<file path="src/rtl/axi4_lite_Defs.sv">
// rtl/axi4_lite_Defs.sv - shared AXI4-Lite widths, response codes and arbiter FSM state types
package axi4_lite_Defs;

    localparam int Addr_Width = 32;
    localparam int Data_Width = 32;
    localparam int Strb_Width = Data_Width / 8;

    localparam logic [1:0] OKAY   = 2'b00;
    localparam logic [1:0] SLVERR = 2'b10;

    typedef enum logic [1:0] {W_IDLE, W_ADDR, W_RESP} wr_state_t;
    typedef enum logic [1:0] {R_IDLE, R_ADDR, R_DATA} rd_state_t;

endpackage

</file>
<file path="src/rtl/rr_arbiter.sv">
// rtl/rr_arbiter.sv - combinational round-robin pick: first requester at or after ptr
module rr_arbiter #(
    parameter int NUM_MASTERS = 2,
    parameter int IDX_W       = $clog2(NUM_MASTERS)
) (
    input  logic [NUM_MASTERS-1:0] req,
    input  logic [IDX_W-1:0]       ptr,
    output logic [NUM_MASTERS-1:0] grant,
    output logic [IDX_W-1:0]       idx
);

    always_comb begin
        logic found;
        int   cand;
        grant = '0;
        idx   = '0;
        found = 1'b0;
        cand  = 0;
        for (int i = 0; i < NUM_MASTERS; i++) begin
            cand = int'(ptr) + i;
            if (cand >= NUM_MASTERS) begin
                cand = cand - NUM_MASTERS;
            end
            if (!found && req[cand]) begin
                found       = 1'b1;
                grant[cand] = 1'b1;
                idx         = IDX_W'(cand);
            end
        end
    end

endmodule

</file>
<file path="src/rtl/axi4_lite_arbiter.sv">
// rtl/axi4_lite_arbiter.sv - shares one AXI4-Lite slave among NUM_MASTERS masters
// with independent round-robin read and write arbitration, one outstanding transaction per path.
module axi4_lite_arbiter
    import axi4_lite_Defs::*;
#(
    parameter  int NUM_MASTERS = 2,
    localparam int IDX_W       = $clog2(NUM_MASTERS)
) (
    input  logic                              ACLK,
    input  logic                              ARESETN,
    input  logic [NUM_MASTERS*Addr_Width-1:0] M_AWADDR,
    input  logic [NUM_MASTERS-1:0]            M_AWVALID,
    output logic [NUM_MASTERS-1:0]            M_AWREADY,
    input  logic [NUM_MASTERS*Data_Width-1:0] M_WDATA,
    input  logic [NUM_MASTERS*Strb_Width-1:0] M_WSTRB,
    input  logic [NUM_MASTERS-1:0]            M_WVALID,
    output logic [NUM_MASTERS-1:0]            M_WREADY,
    output logic [1:0]                        M_BRESP,
    output logic [NUM_MASTERS-1:0]            M_BVALID,
    input  logic [NUM_MASTERS-1:0]            M_BREADY,
    input  logic [NUM_MASTERS*Addr_Width-1:0] M_ARADDR,
    input  logic [NUM_MASTERS-1:0]            M_ARVALID,
    output logic [NUM_MASTERS-1:0]            M_ARREADY,
    output logic [Data_Width-1:0]             M_RDATA,
    output logic [1:0]                        M_RRESP,
    output logic [NUM_MASTERS-1:0]            M_RVALID,
    input  logic [NUM_MASTERS-1:0]            M_RREADY,
    output logic [Addr_Width-1:0]             S_AWADDR,
    output logic                              S_AWVALID,
    input  logic                              S_AWREADY,
    output logic [Data_Width-1:0]             S_WDATA,
    output logic [Strb_Width-1:0]             S_WSTRB,
    output logic                              S_WVALID,
    input  logic                              S_WREADY,
    input  logic [1:0]                        S_BRESP,
    input  logic                              S_BVALID,
    output logic                              S_BREADY,
    output logic [Addr_Width-1:0]             S_ARADDR,
    output logic                              S_ARVALID,
    input  logic                              S_ARREADY,
    input  logic [Data_Width-1:0]             S_RDATA,
    input  logic [1:0]                        S_RRESP,
    input  logic                              S_RVALID,
    output logic                              S_RREADY,
    output logic [NUM_MASTERS-1:0]            wr_grant,
    output logic [NUM_MASTERS-1:0]            rd_grant
);

    function automatic logic [IDX_W-1:0] ptr_after(input logic [IDX_W-1:0] g);
        return (int'(g) == NUM_MASTERS - 1) ? '0 : g + 1'b1;
    endfunction

    wr_state_t              wr_state, wr_state_nxt;
    logic [NUM_MASTERS-1:0] wr_grant_nxt, wr_arb_grant;
    logic [IDX_W-1:0]       wr_idx, wr_idx_nxt, wr_ptr, wr_ptr_nxt, wr_arb_idx;
    logic                   aw_done, aw_done_nxt, w_done, w_done_nxt;

    rd_state_t              rd_state, rd_state_nxt;
    logic [NUM_MASTERS-1:0] rd_grant_nxt, rd_arb_grant;
    logic [IDX_W-1:0]       rd_idx, rd_idx_nxt, rd_ptr, rd_ptr_nxt, rd_arb_idx;

    logic aw_hs, w_hs, b_hs, ar_hs, r_hs;

    rr_arbiter #(.NUM_MASTERS(NUM_MASTERS), .IDX_W(IDX_W)) u_wr_arb (
        .req   (M_AWVALID),
        .ptr   (wr_ptr),
        .grant (wr_arb_grant),
        .idx   (wr_arb_idx)
    );

    rr_arbiter #(.NUM_MASTERS(NUM_MASTERS), .IDX_W(IDX_W)) u_rd_arb (
        .req   (M_ARVALID),
        .ptr   (rd_ptr),
        .grant (rd_arb_grant),
        .idx   (rd_arb_idx)
    );

    // Payloads follow the registered owner; only VALID/READY need gating.
    assign S_AWADDR = M_AWADDR[wr_idx*Addr_Width +: Addr_Width];
    assign S_WDATA  = M_WDATA[wr_idx*Data_Width +: Data_Width];
    assign S_WSTRB  = M_WSTRB[wr_idx*Strb_Width +: Strb_Width];
    assign S_ARADDR = M_ARADDR[rd_idx*Addr_Width +: Addr_Width];
    assign M_BRESP  = S_BRESP;
    assign M_RDATA  = S_RDATA;
    assign M_RRESP  = S_RRESP;

    assign aw_hs = S_AWVALID & S_AWREADY;
    assign w_hs  = S_WVALID & S_WREADY;
    assign b_hs  = S_BVALID & S_BREADY;
    assign ar_hs = S_ARVALID & S_ARREADY;
    assign r_hs  = S_RVALID & S_RREADY;

    always_ff @(posedge ACLK or negedge ARESETN) begin
        if (!ARESETN) begin
            wr_state <= W_IDLE;
            wr_grant <= '0;
            wr_idx   <= '0;
            wr_ptr   <= '0;
            aw_done  <= 1'b0;
            w_done   <= 1'b0;
            rd_state <= R_IDLE;
            rd_grant <= '0;
            rd_idx   <= '0;
            rd_ptr   <= '0;
        end else begin
            wr_state <= wr_state_nxt;
            wr_grant <= wr_grant_nxt;
            wr_idx   <= wr_idx_nxt;
            wr_ptr   <= wr_ptr_nxt;
            aw_done  <= aw_done_nxt;
            w_done   <= w_done_nxt;
            rd_state <= rd_state_nxt;
            rd_grant <= rd_grant_nxt;
            rd_idx   <= rd_idx_nxt;
            rd_ptr   <= rd_ptr_nxt;
        end
    end

    always_comb begin
        wr_state_nxt = wr_state;
        wr_grant_nxt = wr_grant;
        wr_idx_nxt   = wr_idx;
        wr_ptr_nxt   = wr_ptr;
        aw_done_nxt  = aw_done;
        w_done_nxt   = w_done;
        case (wr_state)
            W_IDLE: begin
                if (|M_AWVALID) begin
                    wr_grant_nxt = wr_arb_grant;
                    wr_idx_nxt   = wr_arb_idx;
                    wr_state_nxt = W_ADDR;
                end
            end
            W_ADDR: begin
                if (aw_hs) aw_done_nxt = 1'b1;
                if (w_hs)  w_done_nxt  = 1'b1;
                if ((aw_done | aw_hs) && (w_done | w_hs)) begin
                    wr_state_nxt = W_RESP;
                end
            end
            W_RESP: begin
                if (b_hs) begin
                    wr_ptr_nxt   = ptr_after(wr_idx);
                    wr_grant_nxt = '0;
                    aw_done_nxt  = 1'b0;
                    w_done_nxt   = 1'b0;
                    wr_state_nxt = W_IDLE;
                end
            end
            default: wr_state_nxt = W_IDLE;
        endcase
    end

    // Done flags are registered, so S_*VALID never depends on S_*READY in the same cycle.
    always_comb begin
        S_AWVALID = 1'b0;
        S_WVALID  = 1'b0;
        S_BREADY  = 1'b0;
        M_AWREADY = '0;
        M_WREADY  = '0;
        M_BVALID  = '0;
        if (wr_state == W_ADDR) begin
            S_AWVALID         = M_AWVALID[wr_idx] & ~aw_done;
            S_WVALID          = M_WVALID[wr_idx] & ~w_done;
            M_AWREADY[wr_idx] = S_AWREADY & ~aw_done;
            M_WREADY[wr_idx]  = S_WREADY & ~w_done;
        end
        if (wr_state == W_RESP) begin
            M_BVALID[wr_idx] = S_BVALID;
            S_BREADY         = M_BREADY[wr_idx];
        end
    end

    always_comb begin
        rd_state_nxt = rd_state;
        rd_grant_nxt = rd_grant;
        rd_idx_nxt   = rd_idx;
        rd_ptr_nxt   = rd_ptr;
        case (rd_state)
            R_IDLE: begin
                if (|M_ARVALID) begin
                    rd_grant_nxt = rd_arb_grant;
                    rd_idx_nxt   = rd_arb_idx;
                    rd_state_nxt = R_ADDR;
                end
            end
            R_ADDR: begin
                if (ar_hs) rd_state_nxt = R_DATA;
            end
            R_DATA: begin
                if (r_hs) begin
                    rd_ptr_nxt   = ptr_after(rd_idx);
                    rd_grant_nxt = '0;
                    rd_state_nxt = R_IDLE;
                end
            end
            default: rd_state_nxt = R_IDLE;
        endcase
    end

    always_comb begin
        S_ARVALID = 1'b0;
        S_RREADY  = 1'b0;
        M_ARREADY = '0;
        M_RVALID  = '0;
        if (rd_state == R_ADDR) begin
            S_ARVALID         = M_ARVALID[rd_idx];
            M_ARREADY[rd_idx] = S_ARREADY;
        end
        if (rd_state == R_DATA) begin
            M_RVALID[rd_idx] = S_RVALID;
            S_RREADY         = M_RREADY[rd_idx];
        end
    end

endmodule

</file>
<file path="config.mk">
export PLATFORM = sky130hd
export DESIGN_NAME = axi4_lite_arbiter
export DESIGN_NICKNAME = d
export VERILOG_FILES = /design/src/rtl/axi4_lite_Defs.sv /design/src/rtl/rr_arbiter.sv /design/src/rtl/axi4_lite_arbiter.sv
export SDC_FILE = /design/constraint.sdc
export NUM_CORES = 1
export LEC_CHECK = 0
export BUFFER_PORTS_ARGS = -buffer_cell sky130_fd_sc_hd__buf_2
export CORE_AREA = 2 2 160 162
export CTS_BUF_LIST = sky130_fd_sc_hd__clkbuf_4
export DETAILED_ROUTE_END_ITERATION = 6
export DIE_AREA = 0 0 162 164
export HOLD_SLACK_MARGIN = 0.02
export REMOVE_ABC_BUFFERS = 1
export SLEW_MARGIN = 15
export SYNTH_ARGS = -nofsm -noshare
export SYNTH_HDL_FRONTEND = slang
export SYNTH_SLANG_ARGS = --single-unit
</file>
<file path="constraint.sdc">
create_clock -name ACLK -period 3.75 [get_ports ACLK]
set_input_delay 0.5625 -clock ACLK [delete_from_list [all_inputs] [get_ports ACLK]]
set_output_delay 0.5625 -clock ACLK [all_outputs]
set_load 0.02 [all_outputs]
</file>
After elaboration in Yosys (flattened, before gate mapping)
Cells that the tools add are included.

Multipliers: 0. Magnitude comparators: 16. $add $sub $neg: 8. Reductions and logical operators: 28. Equality and inequality tests: 12. Multiplexer cells: 77. Div/mod/pow operators: 0. Shift operators: 4. Bitwise gates (word level): 20.

Operator list (number): $shiftx A64 B7 Y32 (3); $ge A32 B1 Y1 const B (4); $lt A32 B3 Y1 const B (4); $mux W32 (4); $ge A32 B3 Y1 const B (2); $sub A32 B3 Y32 const B (2); $mux W1 (44); $mux W2 (17); $reduce_and A3 Y1 (6); $ne A2 B2 Y1 const B (8); $pmux W2 S3 (2); $and A2 B2 Y2 (5); $and A1 B1 Y1 (9); $logic_and A1 B1 Y1 (9); $pmux W2 S2 (2); $reduce_and A2 Y1 (4); $shiftx A8 B4 Y4 (1); $demux W1 S1 (6); $reduce_bool A2 Y1 (3); $sub A1 B2 Y3 const B (2); $add A1 B1 Y2 const B (2); $eq A2 B1 Y1 const B (2); $eq A2 B2 Y1 const B (2); $ge A1 B2 Y1 const B (2); 10 further kinds (20).

Bits in registers: 14. Memory bits (read-only): 0. Input bits: 253. Latch bits: 0. Word-level logic and storage cells: 175. Bits in writable memories: 0. Memories: 0. Output and inout port bits: 155.

Depth between registers and ports, before layout
Depth after elaboration: 11. Mapped depth: 5. Gate-level depth less buffers: 4.

Cells and area by module
From an unflattened synthesis, not the netlist that was laid out.

Cells, all modules: 240. Area, all modules: 2332.2 µm².

Modules (own cells, without submodules): axi4_lite_arbiter (cells each 232, area an instance 2272.2 µm², instances 1, seq. area each 350.3 µm²); rr_arbiter (cells each 4, area an instance 30.0 µm², instances 2, seq. area each 0.0 µm²).

Least setup slack after synthesis
OpenSTA, ideal clock, no wires.

Path kind: reg2out. Start: reg rd_idx. End: out M_ARREADY[1]. Arrival time: 1.349 ns. Buffers on the path: 2. Slack: 1.838 ns. Stages on the path, launching flop included: 5. Cells stage by stage: dfrtp_1 > buf_2 > buf_2 > inv_1 > nor3_1.

Cells in the longest elaborated chain, start to end: 6. Elaborated cells between the ends (all ways): 7.

RTL lines: start, declared (line axi4_lite_arbiter.sv:60) `logic [IDX_W-1:0] rd_idx, rd_idx_nxt, rd_ptr, rd_ptr_nxt, rd_arb_idx;`; start signal, assigned (line axi4_lite_arbiter.sv:114) `rd_idx <= rd_idx_nxt;`; $lt A1 B2 Y1 (implied by the code) or $ge A1 B1 Y1 (tied branches) (line axi4_lite_arbiter.sv:208) `M_ARREADY[rd_idx] = S_ARREADY;`; $logic_and A1 B1 Y1 (implied by the code) (line axi4_lite_arbiter.sv:208); $mux W1 (implied by the code) (line axi4_lite_arbiter.sv:208); $demux W1 S1 (*) (line axi4_lite_arbiter.sv:208); $and A2 B2 Y2 (no line) (*); $mux W2 (*) (line axi4_lite_arbiter.sv:206) `if (rd_state == R_ADDR) begin`; end, declared (line axi4_lite_arbiter.sv:23) `output logic [NUM_MASTERS-1:0] M_ARREADY,`.

Mark *: on every way between the ends. The rest lies on a longest branch, timed or not.

Worst setup path in the final report
Start: reg wr_idx. End: out S_AWADDR[27].

Cells in the longest elaborated chain, start to end: 1.

RTL lines: start, declared (line axi4_lite_arbiter.sv:55) `logic [IDX_W-1:0] wr_idx, wr_idx_nxt, wr_ptr, wr_ptr_nxt, wr_arb_idx;`; start signal, assigned (line axi4_lite_arbiter.sv:108) `wr_idx <= wr_idx_nxt;`; $shiftx A64 B7 Y32 (line axi4_lite_arbiter.sv:79) `assign S_AWADDR = M_AWADDR[wr_idx*Addr_Width +: Addr_Width];`; end, declared (line axi4_lite_arbiter.sv:28) `output logic [Addr_Width-1:0] S_AWADDR,`.

No other way between the ends.

==> impl_summary.txt <==
----------------------------------------------------
[Status]
  Status ... completed

[Yosys]
  Number of synthesized register bits ... 14
  Area leader, netlist ... sky130_fd_sc_hd__mux2_2
  Synth top area cells ... sky130_fd_sc_hd__mux2_2 (50%), sky130_fd_sc_hd__dfrtp_1 (15%), sky130_fd_sc_hd__buf_4 (12%), sky130_fd_sc_hd__buf_2 (2.7%), sky130_fd_sc_hd__nor2_1 (2.5%)
  Cell Area, Synth ... 0.00226 mm2
  Main flop type after synthesis ... sky130_fd_sc_hd__dfrtp_1
  Gate count after technology mapping ... 238
  Proportion of register bits with asynchronous set or reset after synthesis ... 100%
  Register area share after synthesis ... 15.5%
  Syn Area/Cell ... 9.51 um2
  Fraction of synthesized cell area taken by the top area cell type ... 49.8%
  Unique masters post-synth ... 30
  Synth Warn # ... 0
  Number of enable flip-flop cells after synthesis ... 0

[Floorplanning]
  CORE AREA ... 0.0248 mm2
  Num rows ... 58
  Die Footprint ... 0.0266 mm2
  Die Y-Extent ... 164 um
  I/O pin count ... 408
  Effective utilization at floorplan ... 9.12%
  Die extent in x ... 162 um

[Detailed routing]
  Detailed-routing iteration count for the pre-antenna-repair pass ... 6
  Total routed wirelength ... 14.0 mm
  Vias post-DR ... 3008
  WL per Instance ... 16.2 um
  Initial detailed-routing violation count ... 113
  Vias per inst ... 3.49
  Antenna viol nets, final ... 0
  DRC violations left ... 0

[Finish]
  Storage element area ... 354 um2
  Multi-input gate area in the final layout ... 0.00155 mm2
  Layout cells sized above 1 ... 84.9%
  Final core occ ... 16.4%
  Count of placed standard cells in the final layout, fillers left out ... 861
  Net count, final ... 783
  Number of fillers in the final layout ... 2833
  Area Overhead vs Synth ... 79.4%

[Worst setup path]
  CP Max Fanout ... 56
  Category of the worst setup path launch point ... flop
  Largest delay contributor family on the critical path ... flip-flops
  Crit path largest cell delay ... 860 ps
  Kind of end point of the critical path ... output port
  Data required time at the worst endpoint ... 3190 ps
  Critical Path, Cell by Cell ... buf_4 -> mux2_2 -> buf_2
  Worst endpoint data arrival time ... 2190 ps
  Setup Crit Path Kind ... flop to output port
  Total buffers and inverters traversed by the critical path ... 2
  Cell at the slowest stage of the critical path ... sky130_fd_sc_hd__dfrtp_4

[Global routing]
  Initial antenna violation count ... 5
  Total congestion overflow after global routing ... 0
  Overall track demand over capacity in global routing ... 9.53%
  Via count of the first global-routing pass ... 2802
  Global-route wire length before repair ... 17.7 mm
  Largest net degree at the start of global routing ... 57

[STA]
  Max-slew headroom at the worst pin ... 52.7%
  Setup repair after global routing missed its margin ... false
  Highest clock frequency the design can meet ... 0.364 GHz
  Final-report hold violation count ... 0
  Final setup TNS ... 0 ps
  Final-report setup violation count ... 0
  Setup clock skew after layout ... 0.958 ps
  Tightest Pin Transition ... 710 ps
  Minimum period implied by the final worst setup slack ... 2750 ps
  Minimum setup slack in the final design ... 1000 ps
  Final worst-path cycle share ... 73.3%
  Max Slew Vio Count ... 0

[Place]
  Placed wire-length estimate after detailed placement ... 12.7 mm
  Placer Congestion ... 0.842
  Number of instances in the placed design ... 855
  Input/output buffers ... 335
  Worst slack after detailed placement ... 1330 ps

[Clock tree]
  Level count of the clock H-tree ... 1
  Clock tree root driver cell ... sky130_fd_sc_hd__clkbuf_4
  Inserted Clock Buffers ... 3
  Clock tree from TritonCTS ... built
  Post-CTS Setup Inserts ... 0
  Reg clk slew, reported paths ... 90 ps
  Number of gates resized after CTS ... 0
  Worst skew pair latency ... 280 ps
  Clk buf depth ... 2
  Count of hold buffers inserted by post-cts repair ... 0
  Number of sinks driven by the clock tree ... 14

[Power]
  Maximum resistive drop on vdd ... 262 uV
  Pwr per Cell Area ... 571 mW/mm2
  Cell leakage power ... 2.11 nW
  Post-layout total power ... 2.32 mW

[Job]
  Max-cap violation count ... 0

[Worst hold path]
  Class of the worst hold path ... primary input to asynchronous set/reset pin

----------------------------------------------------
[flip-flops by register name, indices dropped and copies added, names as in the netlist]
name      flops
aw_done       1
rd_grant      2
rd_idx        1
rd_ptr        1
rd_state      2
w_done        1
wr_grant      2
wr_idx        1
wr_ptr        1
wr_state      2
[cell usage after synthesis, drive strengths merged, types with 3 or more instances]
cell type,instances
mux2,102
buf,49
nor2,15
dfrtp,14
nand2,8
nor3,7
inv,5
o21ai,5
mux2i,4
nand2b,4
a21oi,3
a31oi,3
nand3b,3
[per-layer routing]
layer	track usage, %	up-vias	part of all wire [%]
met1	8.98	1276	34
met4	3.10	6	1.5
met3	6.82	14	19
met2	16.0	315	45
met5	3.60	-	0.92
li1	-	1397	-
[cell usage in the layout (no fill, tap or decap), drive strengths merged, types with 3 or more instances in the layout]
cell type / instances
dfrtp: 14
nor2: 15
nand2b: 4
nor3: 7
inv: 5
buf: 337
nand2: 8
clkbuf: 3
nand3b: 3
a21oi: 3
mux2i: 4
o21ai: 5
mux2: 102
a31oi: 3
[final timing paths]
check	from	end	slack (ps)	cells after the start
setup / recovery	wr_idx	S_AWADDR[27]	1000	3
hold / removal	ARESETN	wr_grant[0]	180	1
setup reg to reg	wr_idx	wr_grant[0]	1790	4
hold reg to reg	rd_ptr	rd_ptr	500	2
max in group asynchronous	ARESETN	wr_idx	3280	1
min in group ACLK	rd_ptr	rd_ptr	500	2
[where the power goes]
group          switching (mW)  total, mW  internal, mW
Clock                  0.0506     0.0891        0.0385
Sequential              0.185      0.409         0.224
Combinational           0.994       1.82         0.826
[metrics by stage]
stage | instance area [um2] | hold slack, ps
floorplan | 1920 | 267
global placement | 4030 | 472
detailed placement | 4030 | 477
CTS | 4060 | 177
global route | 4060 | 186
finish | 4060 | 179
[kinds of logic (layout without fill, tap and decap cells)]
group	count (synthesis)	in the layout	synth area share (%)
other cells	0	2	0
buf+inv	55	346	16.0
mux	106	106	52.8
compound gates	18	18	5.47
simple gates	45	45	10.2
flops	14	14	15.5
[layout make-up]
type,count,area share (%)
diodes,2,0.123
clock buffers,3,0.555
clock inverters,1,0.0925
inverters,5,0.462
multi-input cells,169,38.2
flip-flops and latches,14,8.72
well taps,330,10.2
repair buffers,337,41.7
[worst register-to-register path, stage by stage (launching register included)]
cell and delay (ps):
sky130_fd_sc_hd__dfrtp_4 860, sky130_fd_sc_hd__mux2i_1 350, sky130_fd_sc_hd__nor3b_4 360, sky130_fd_sc_hd__inv_2 60, sky130_fd_sc_hd__a31o_2 230
(Power assumes the default switching activity.)
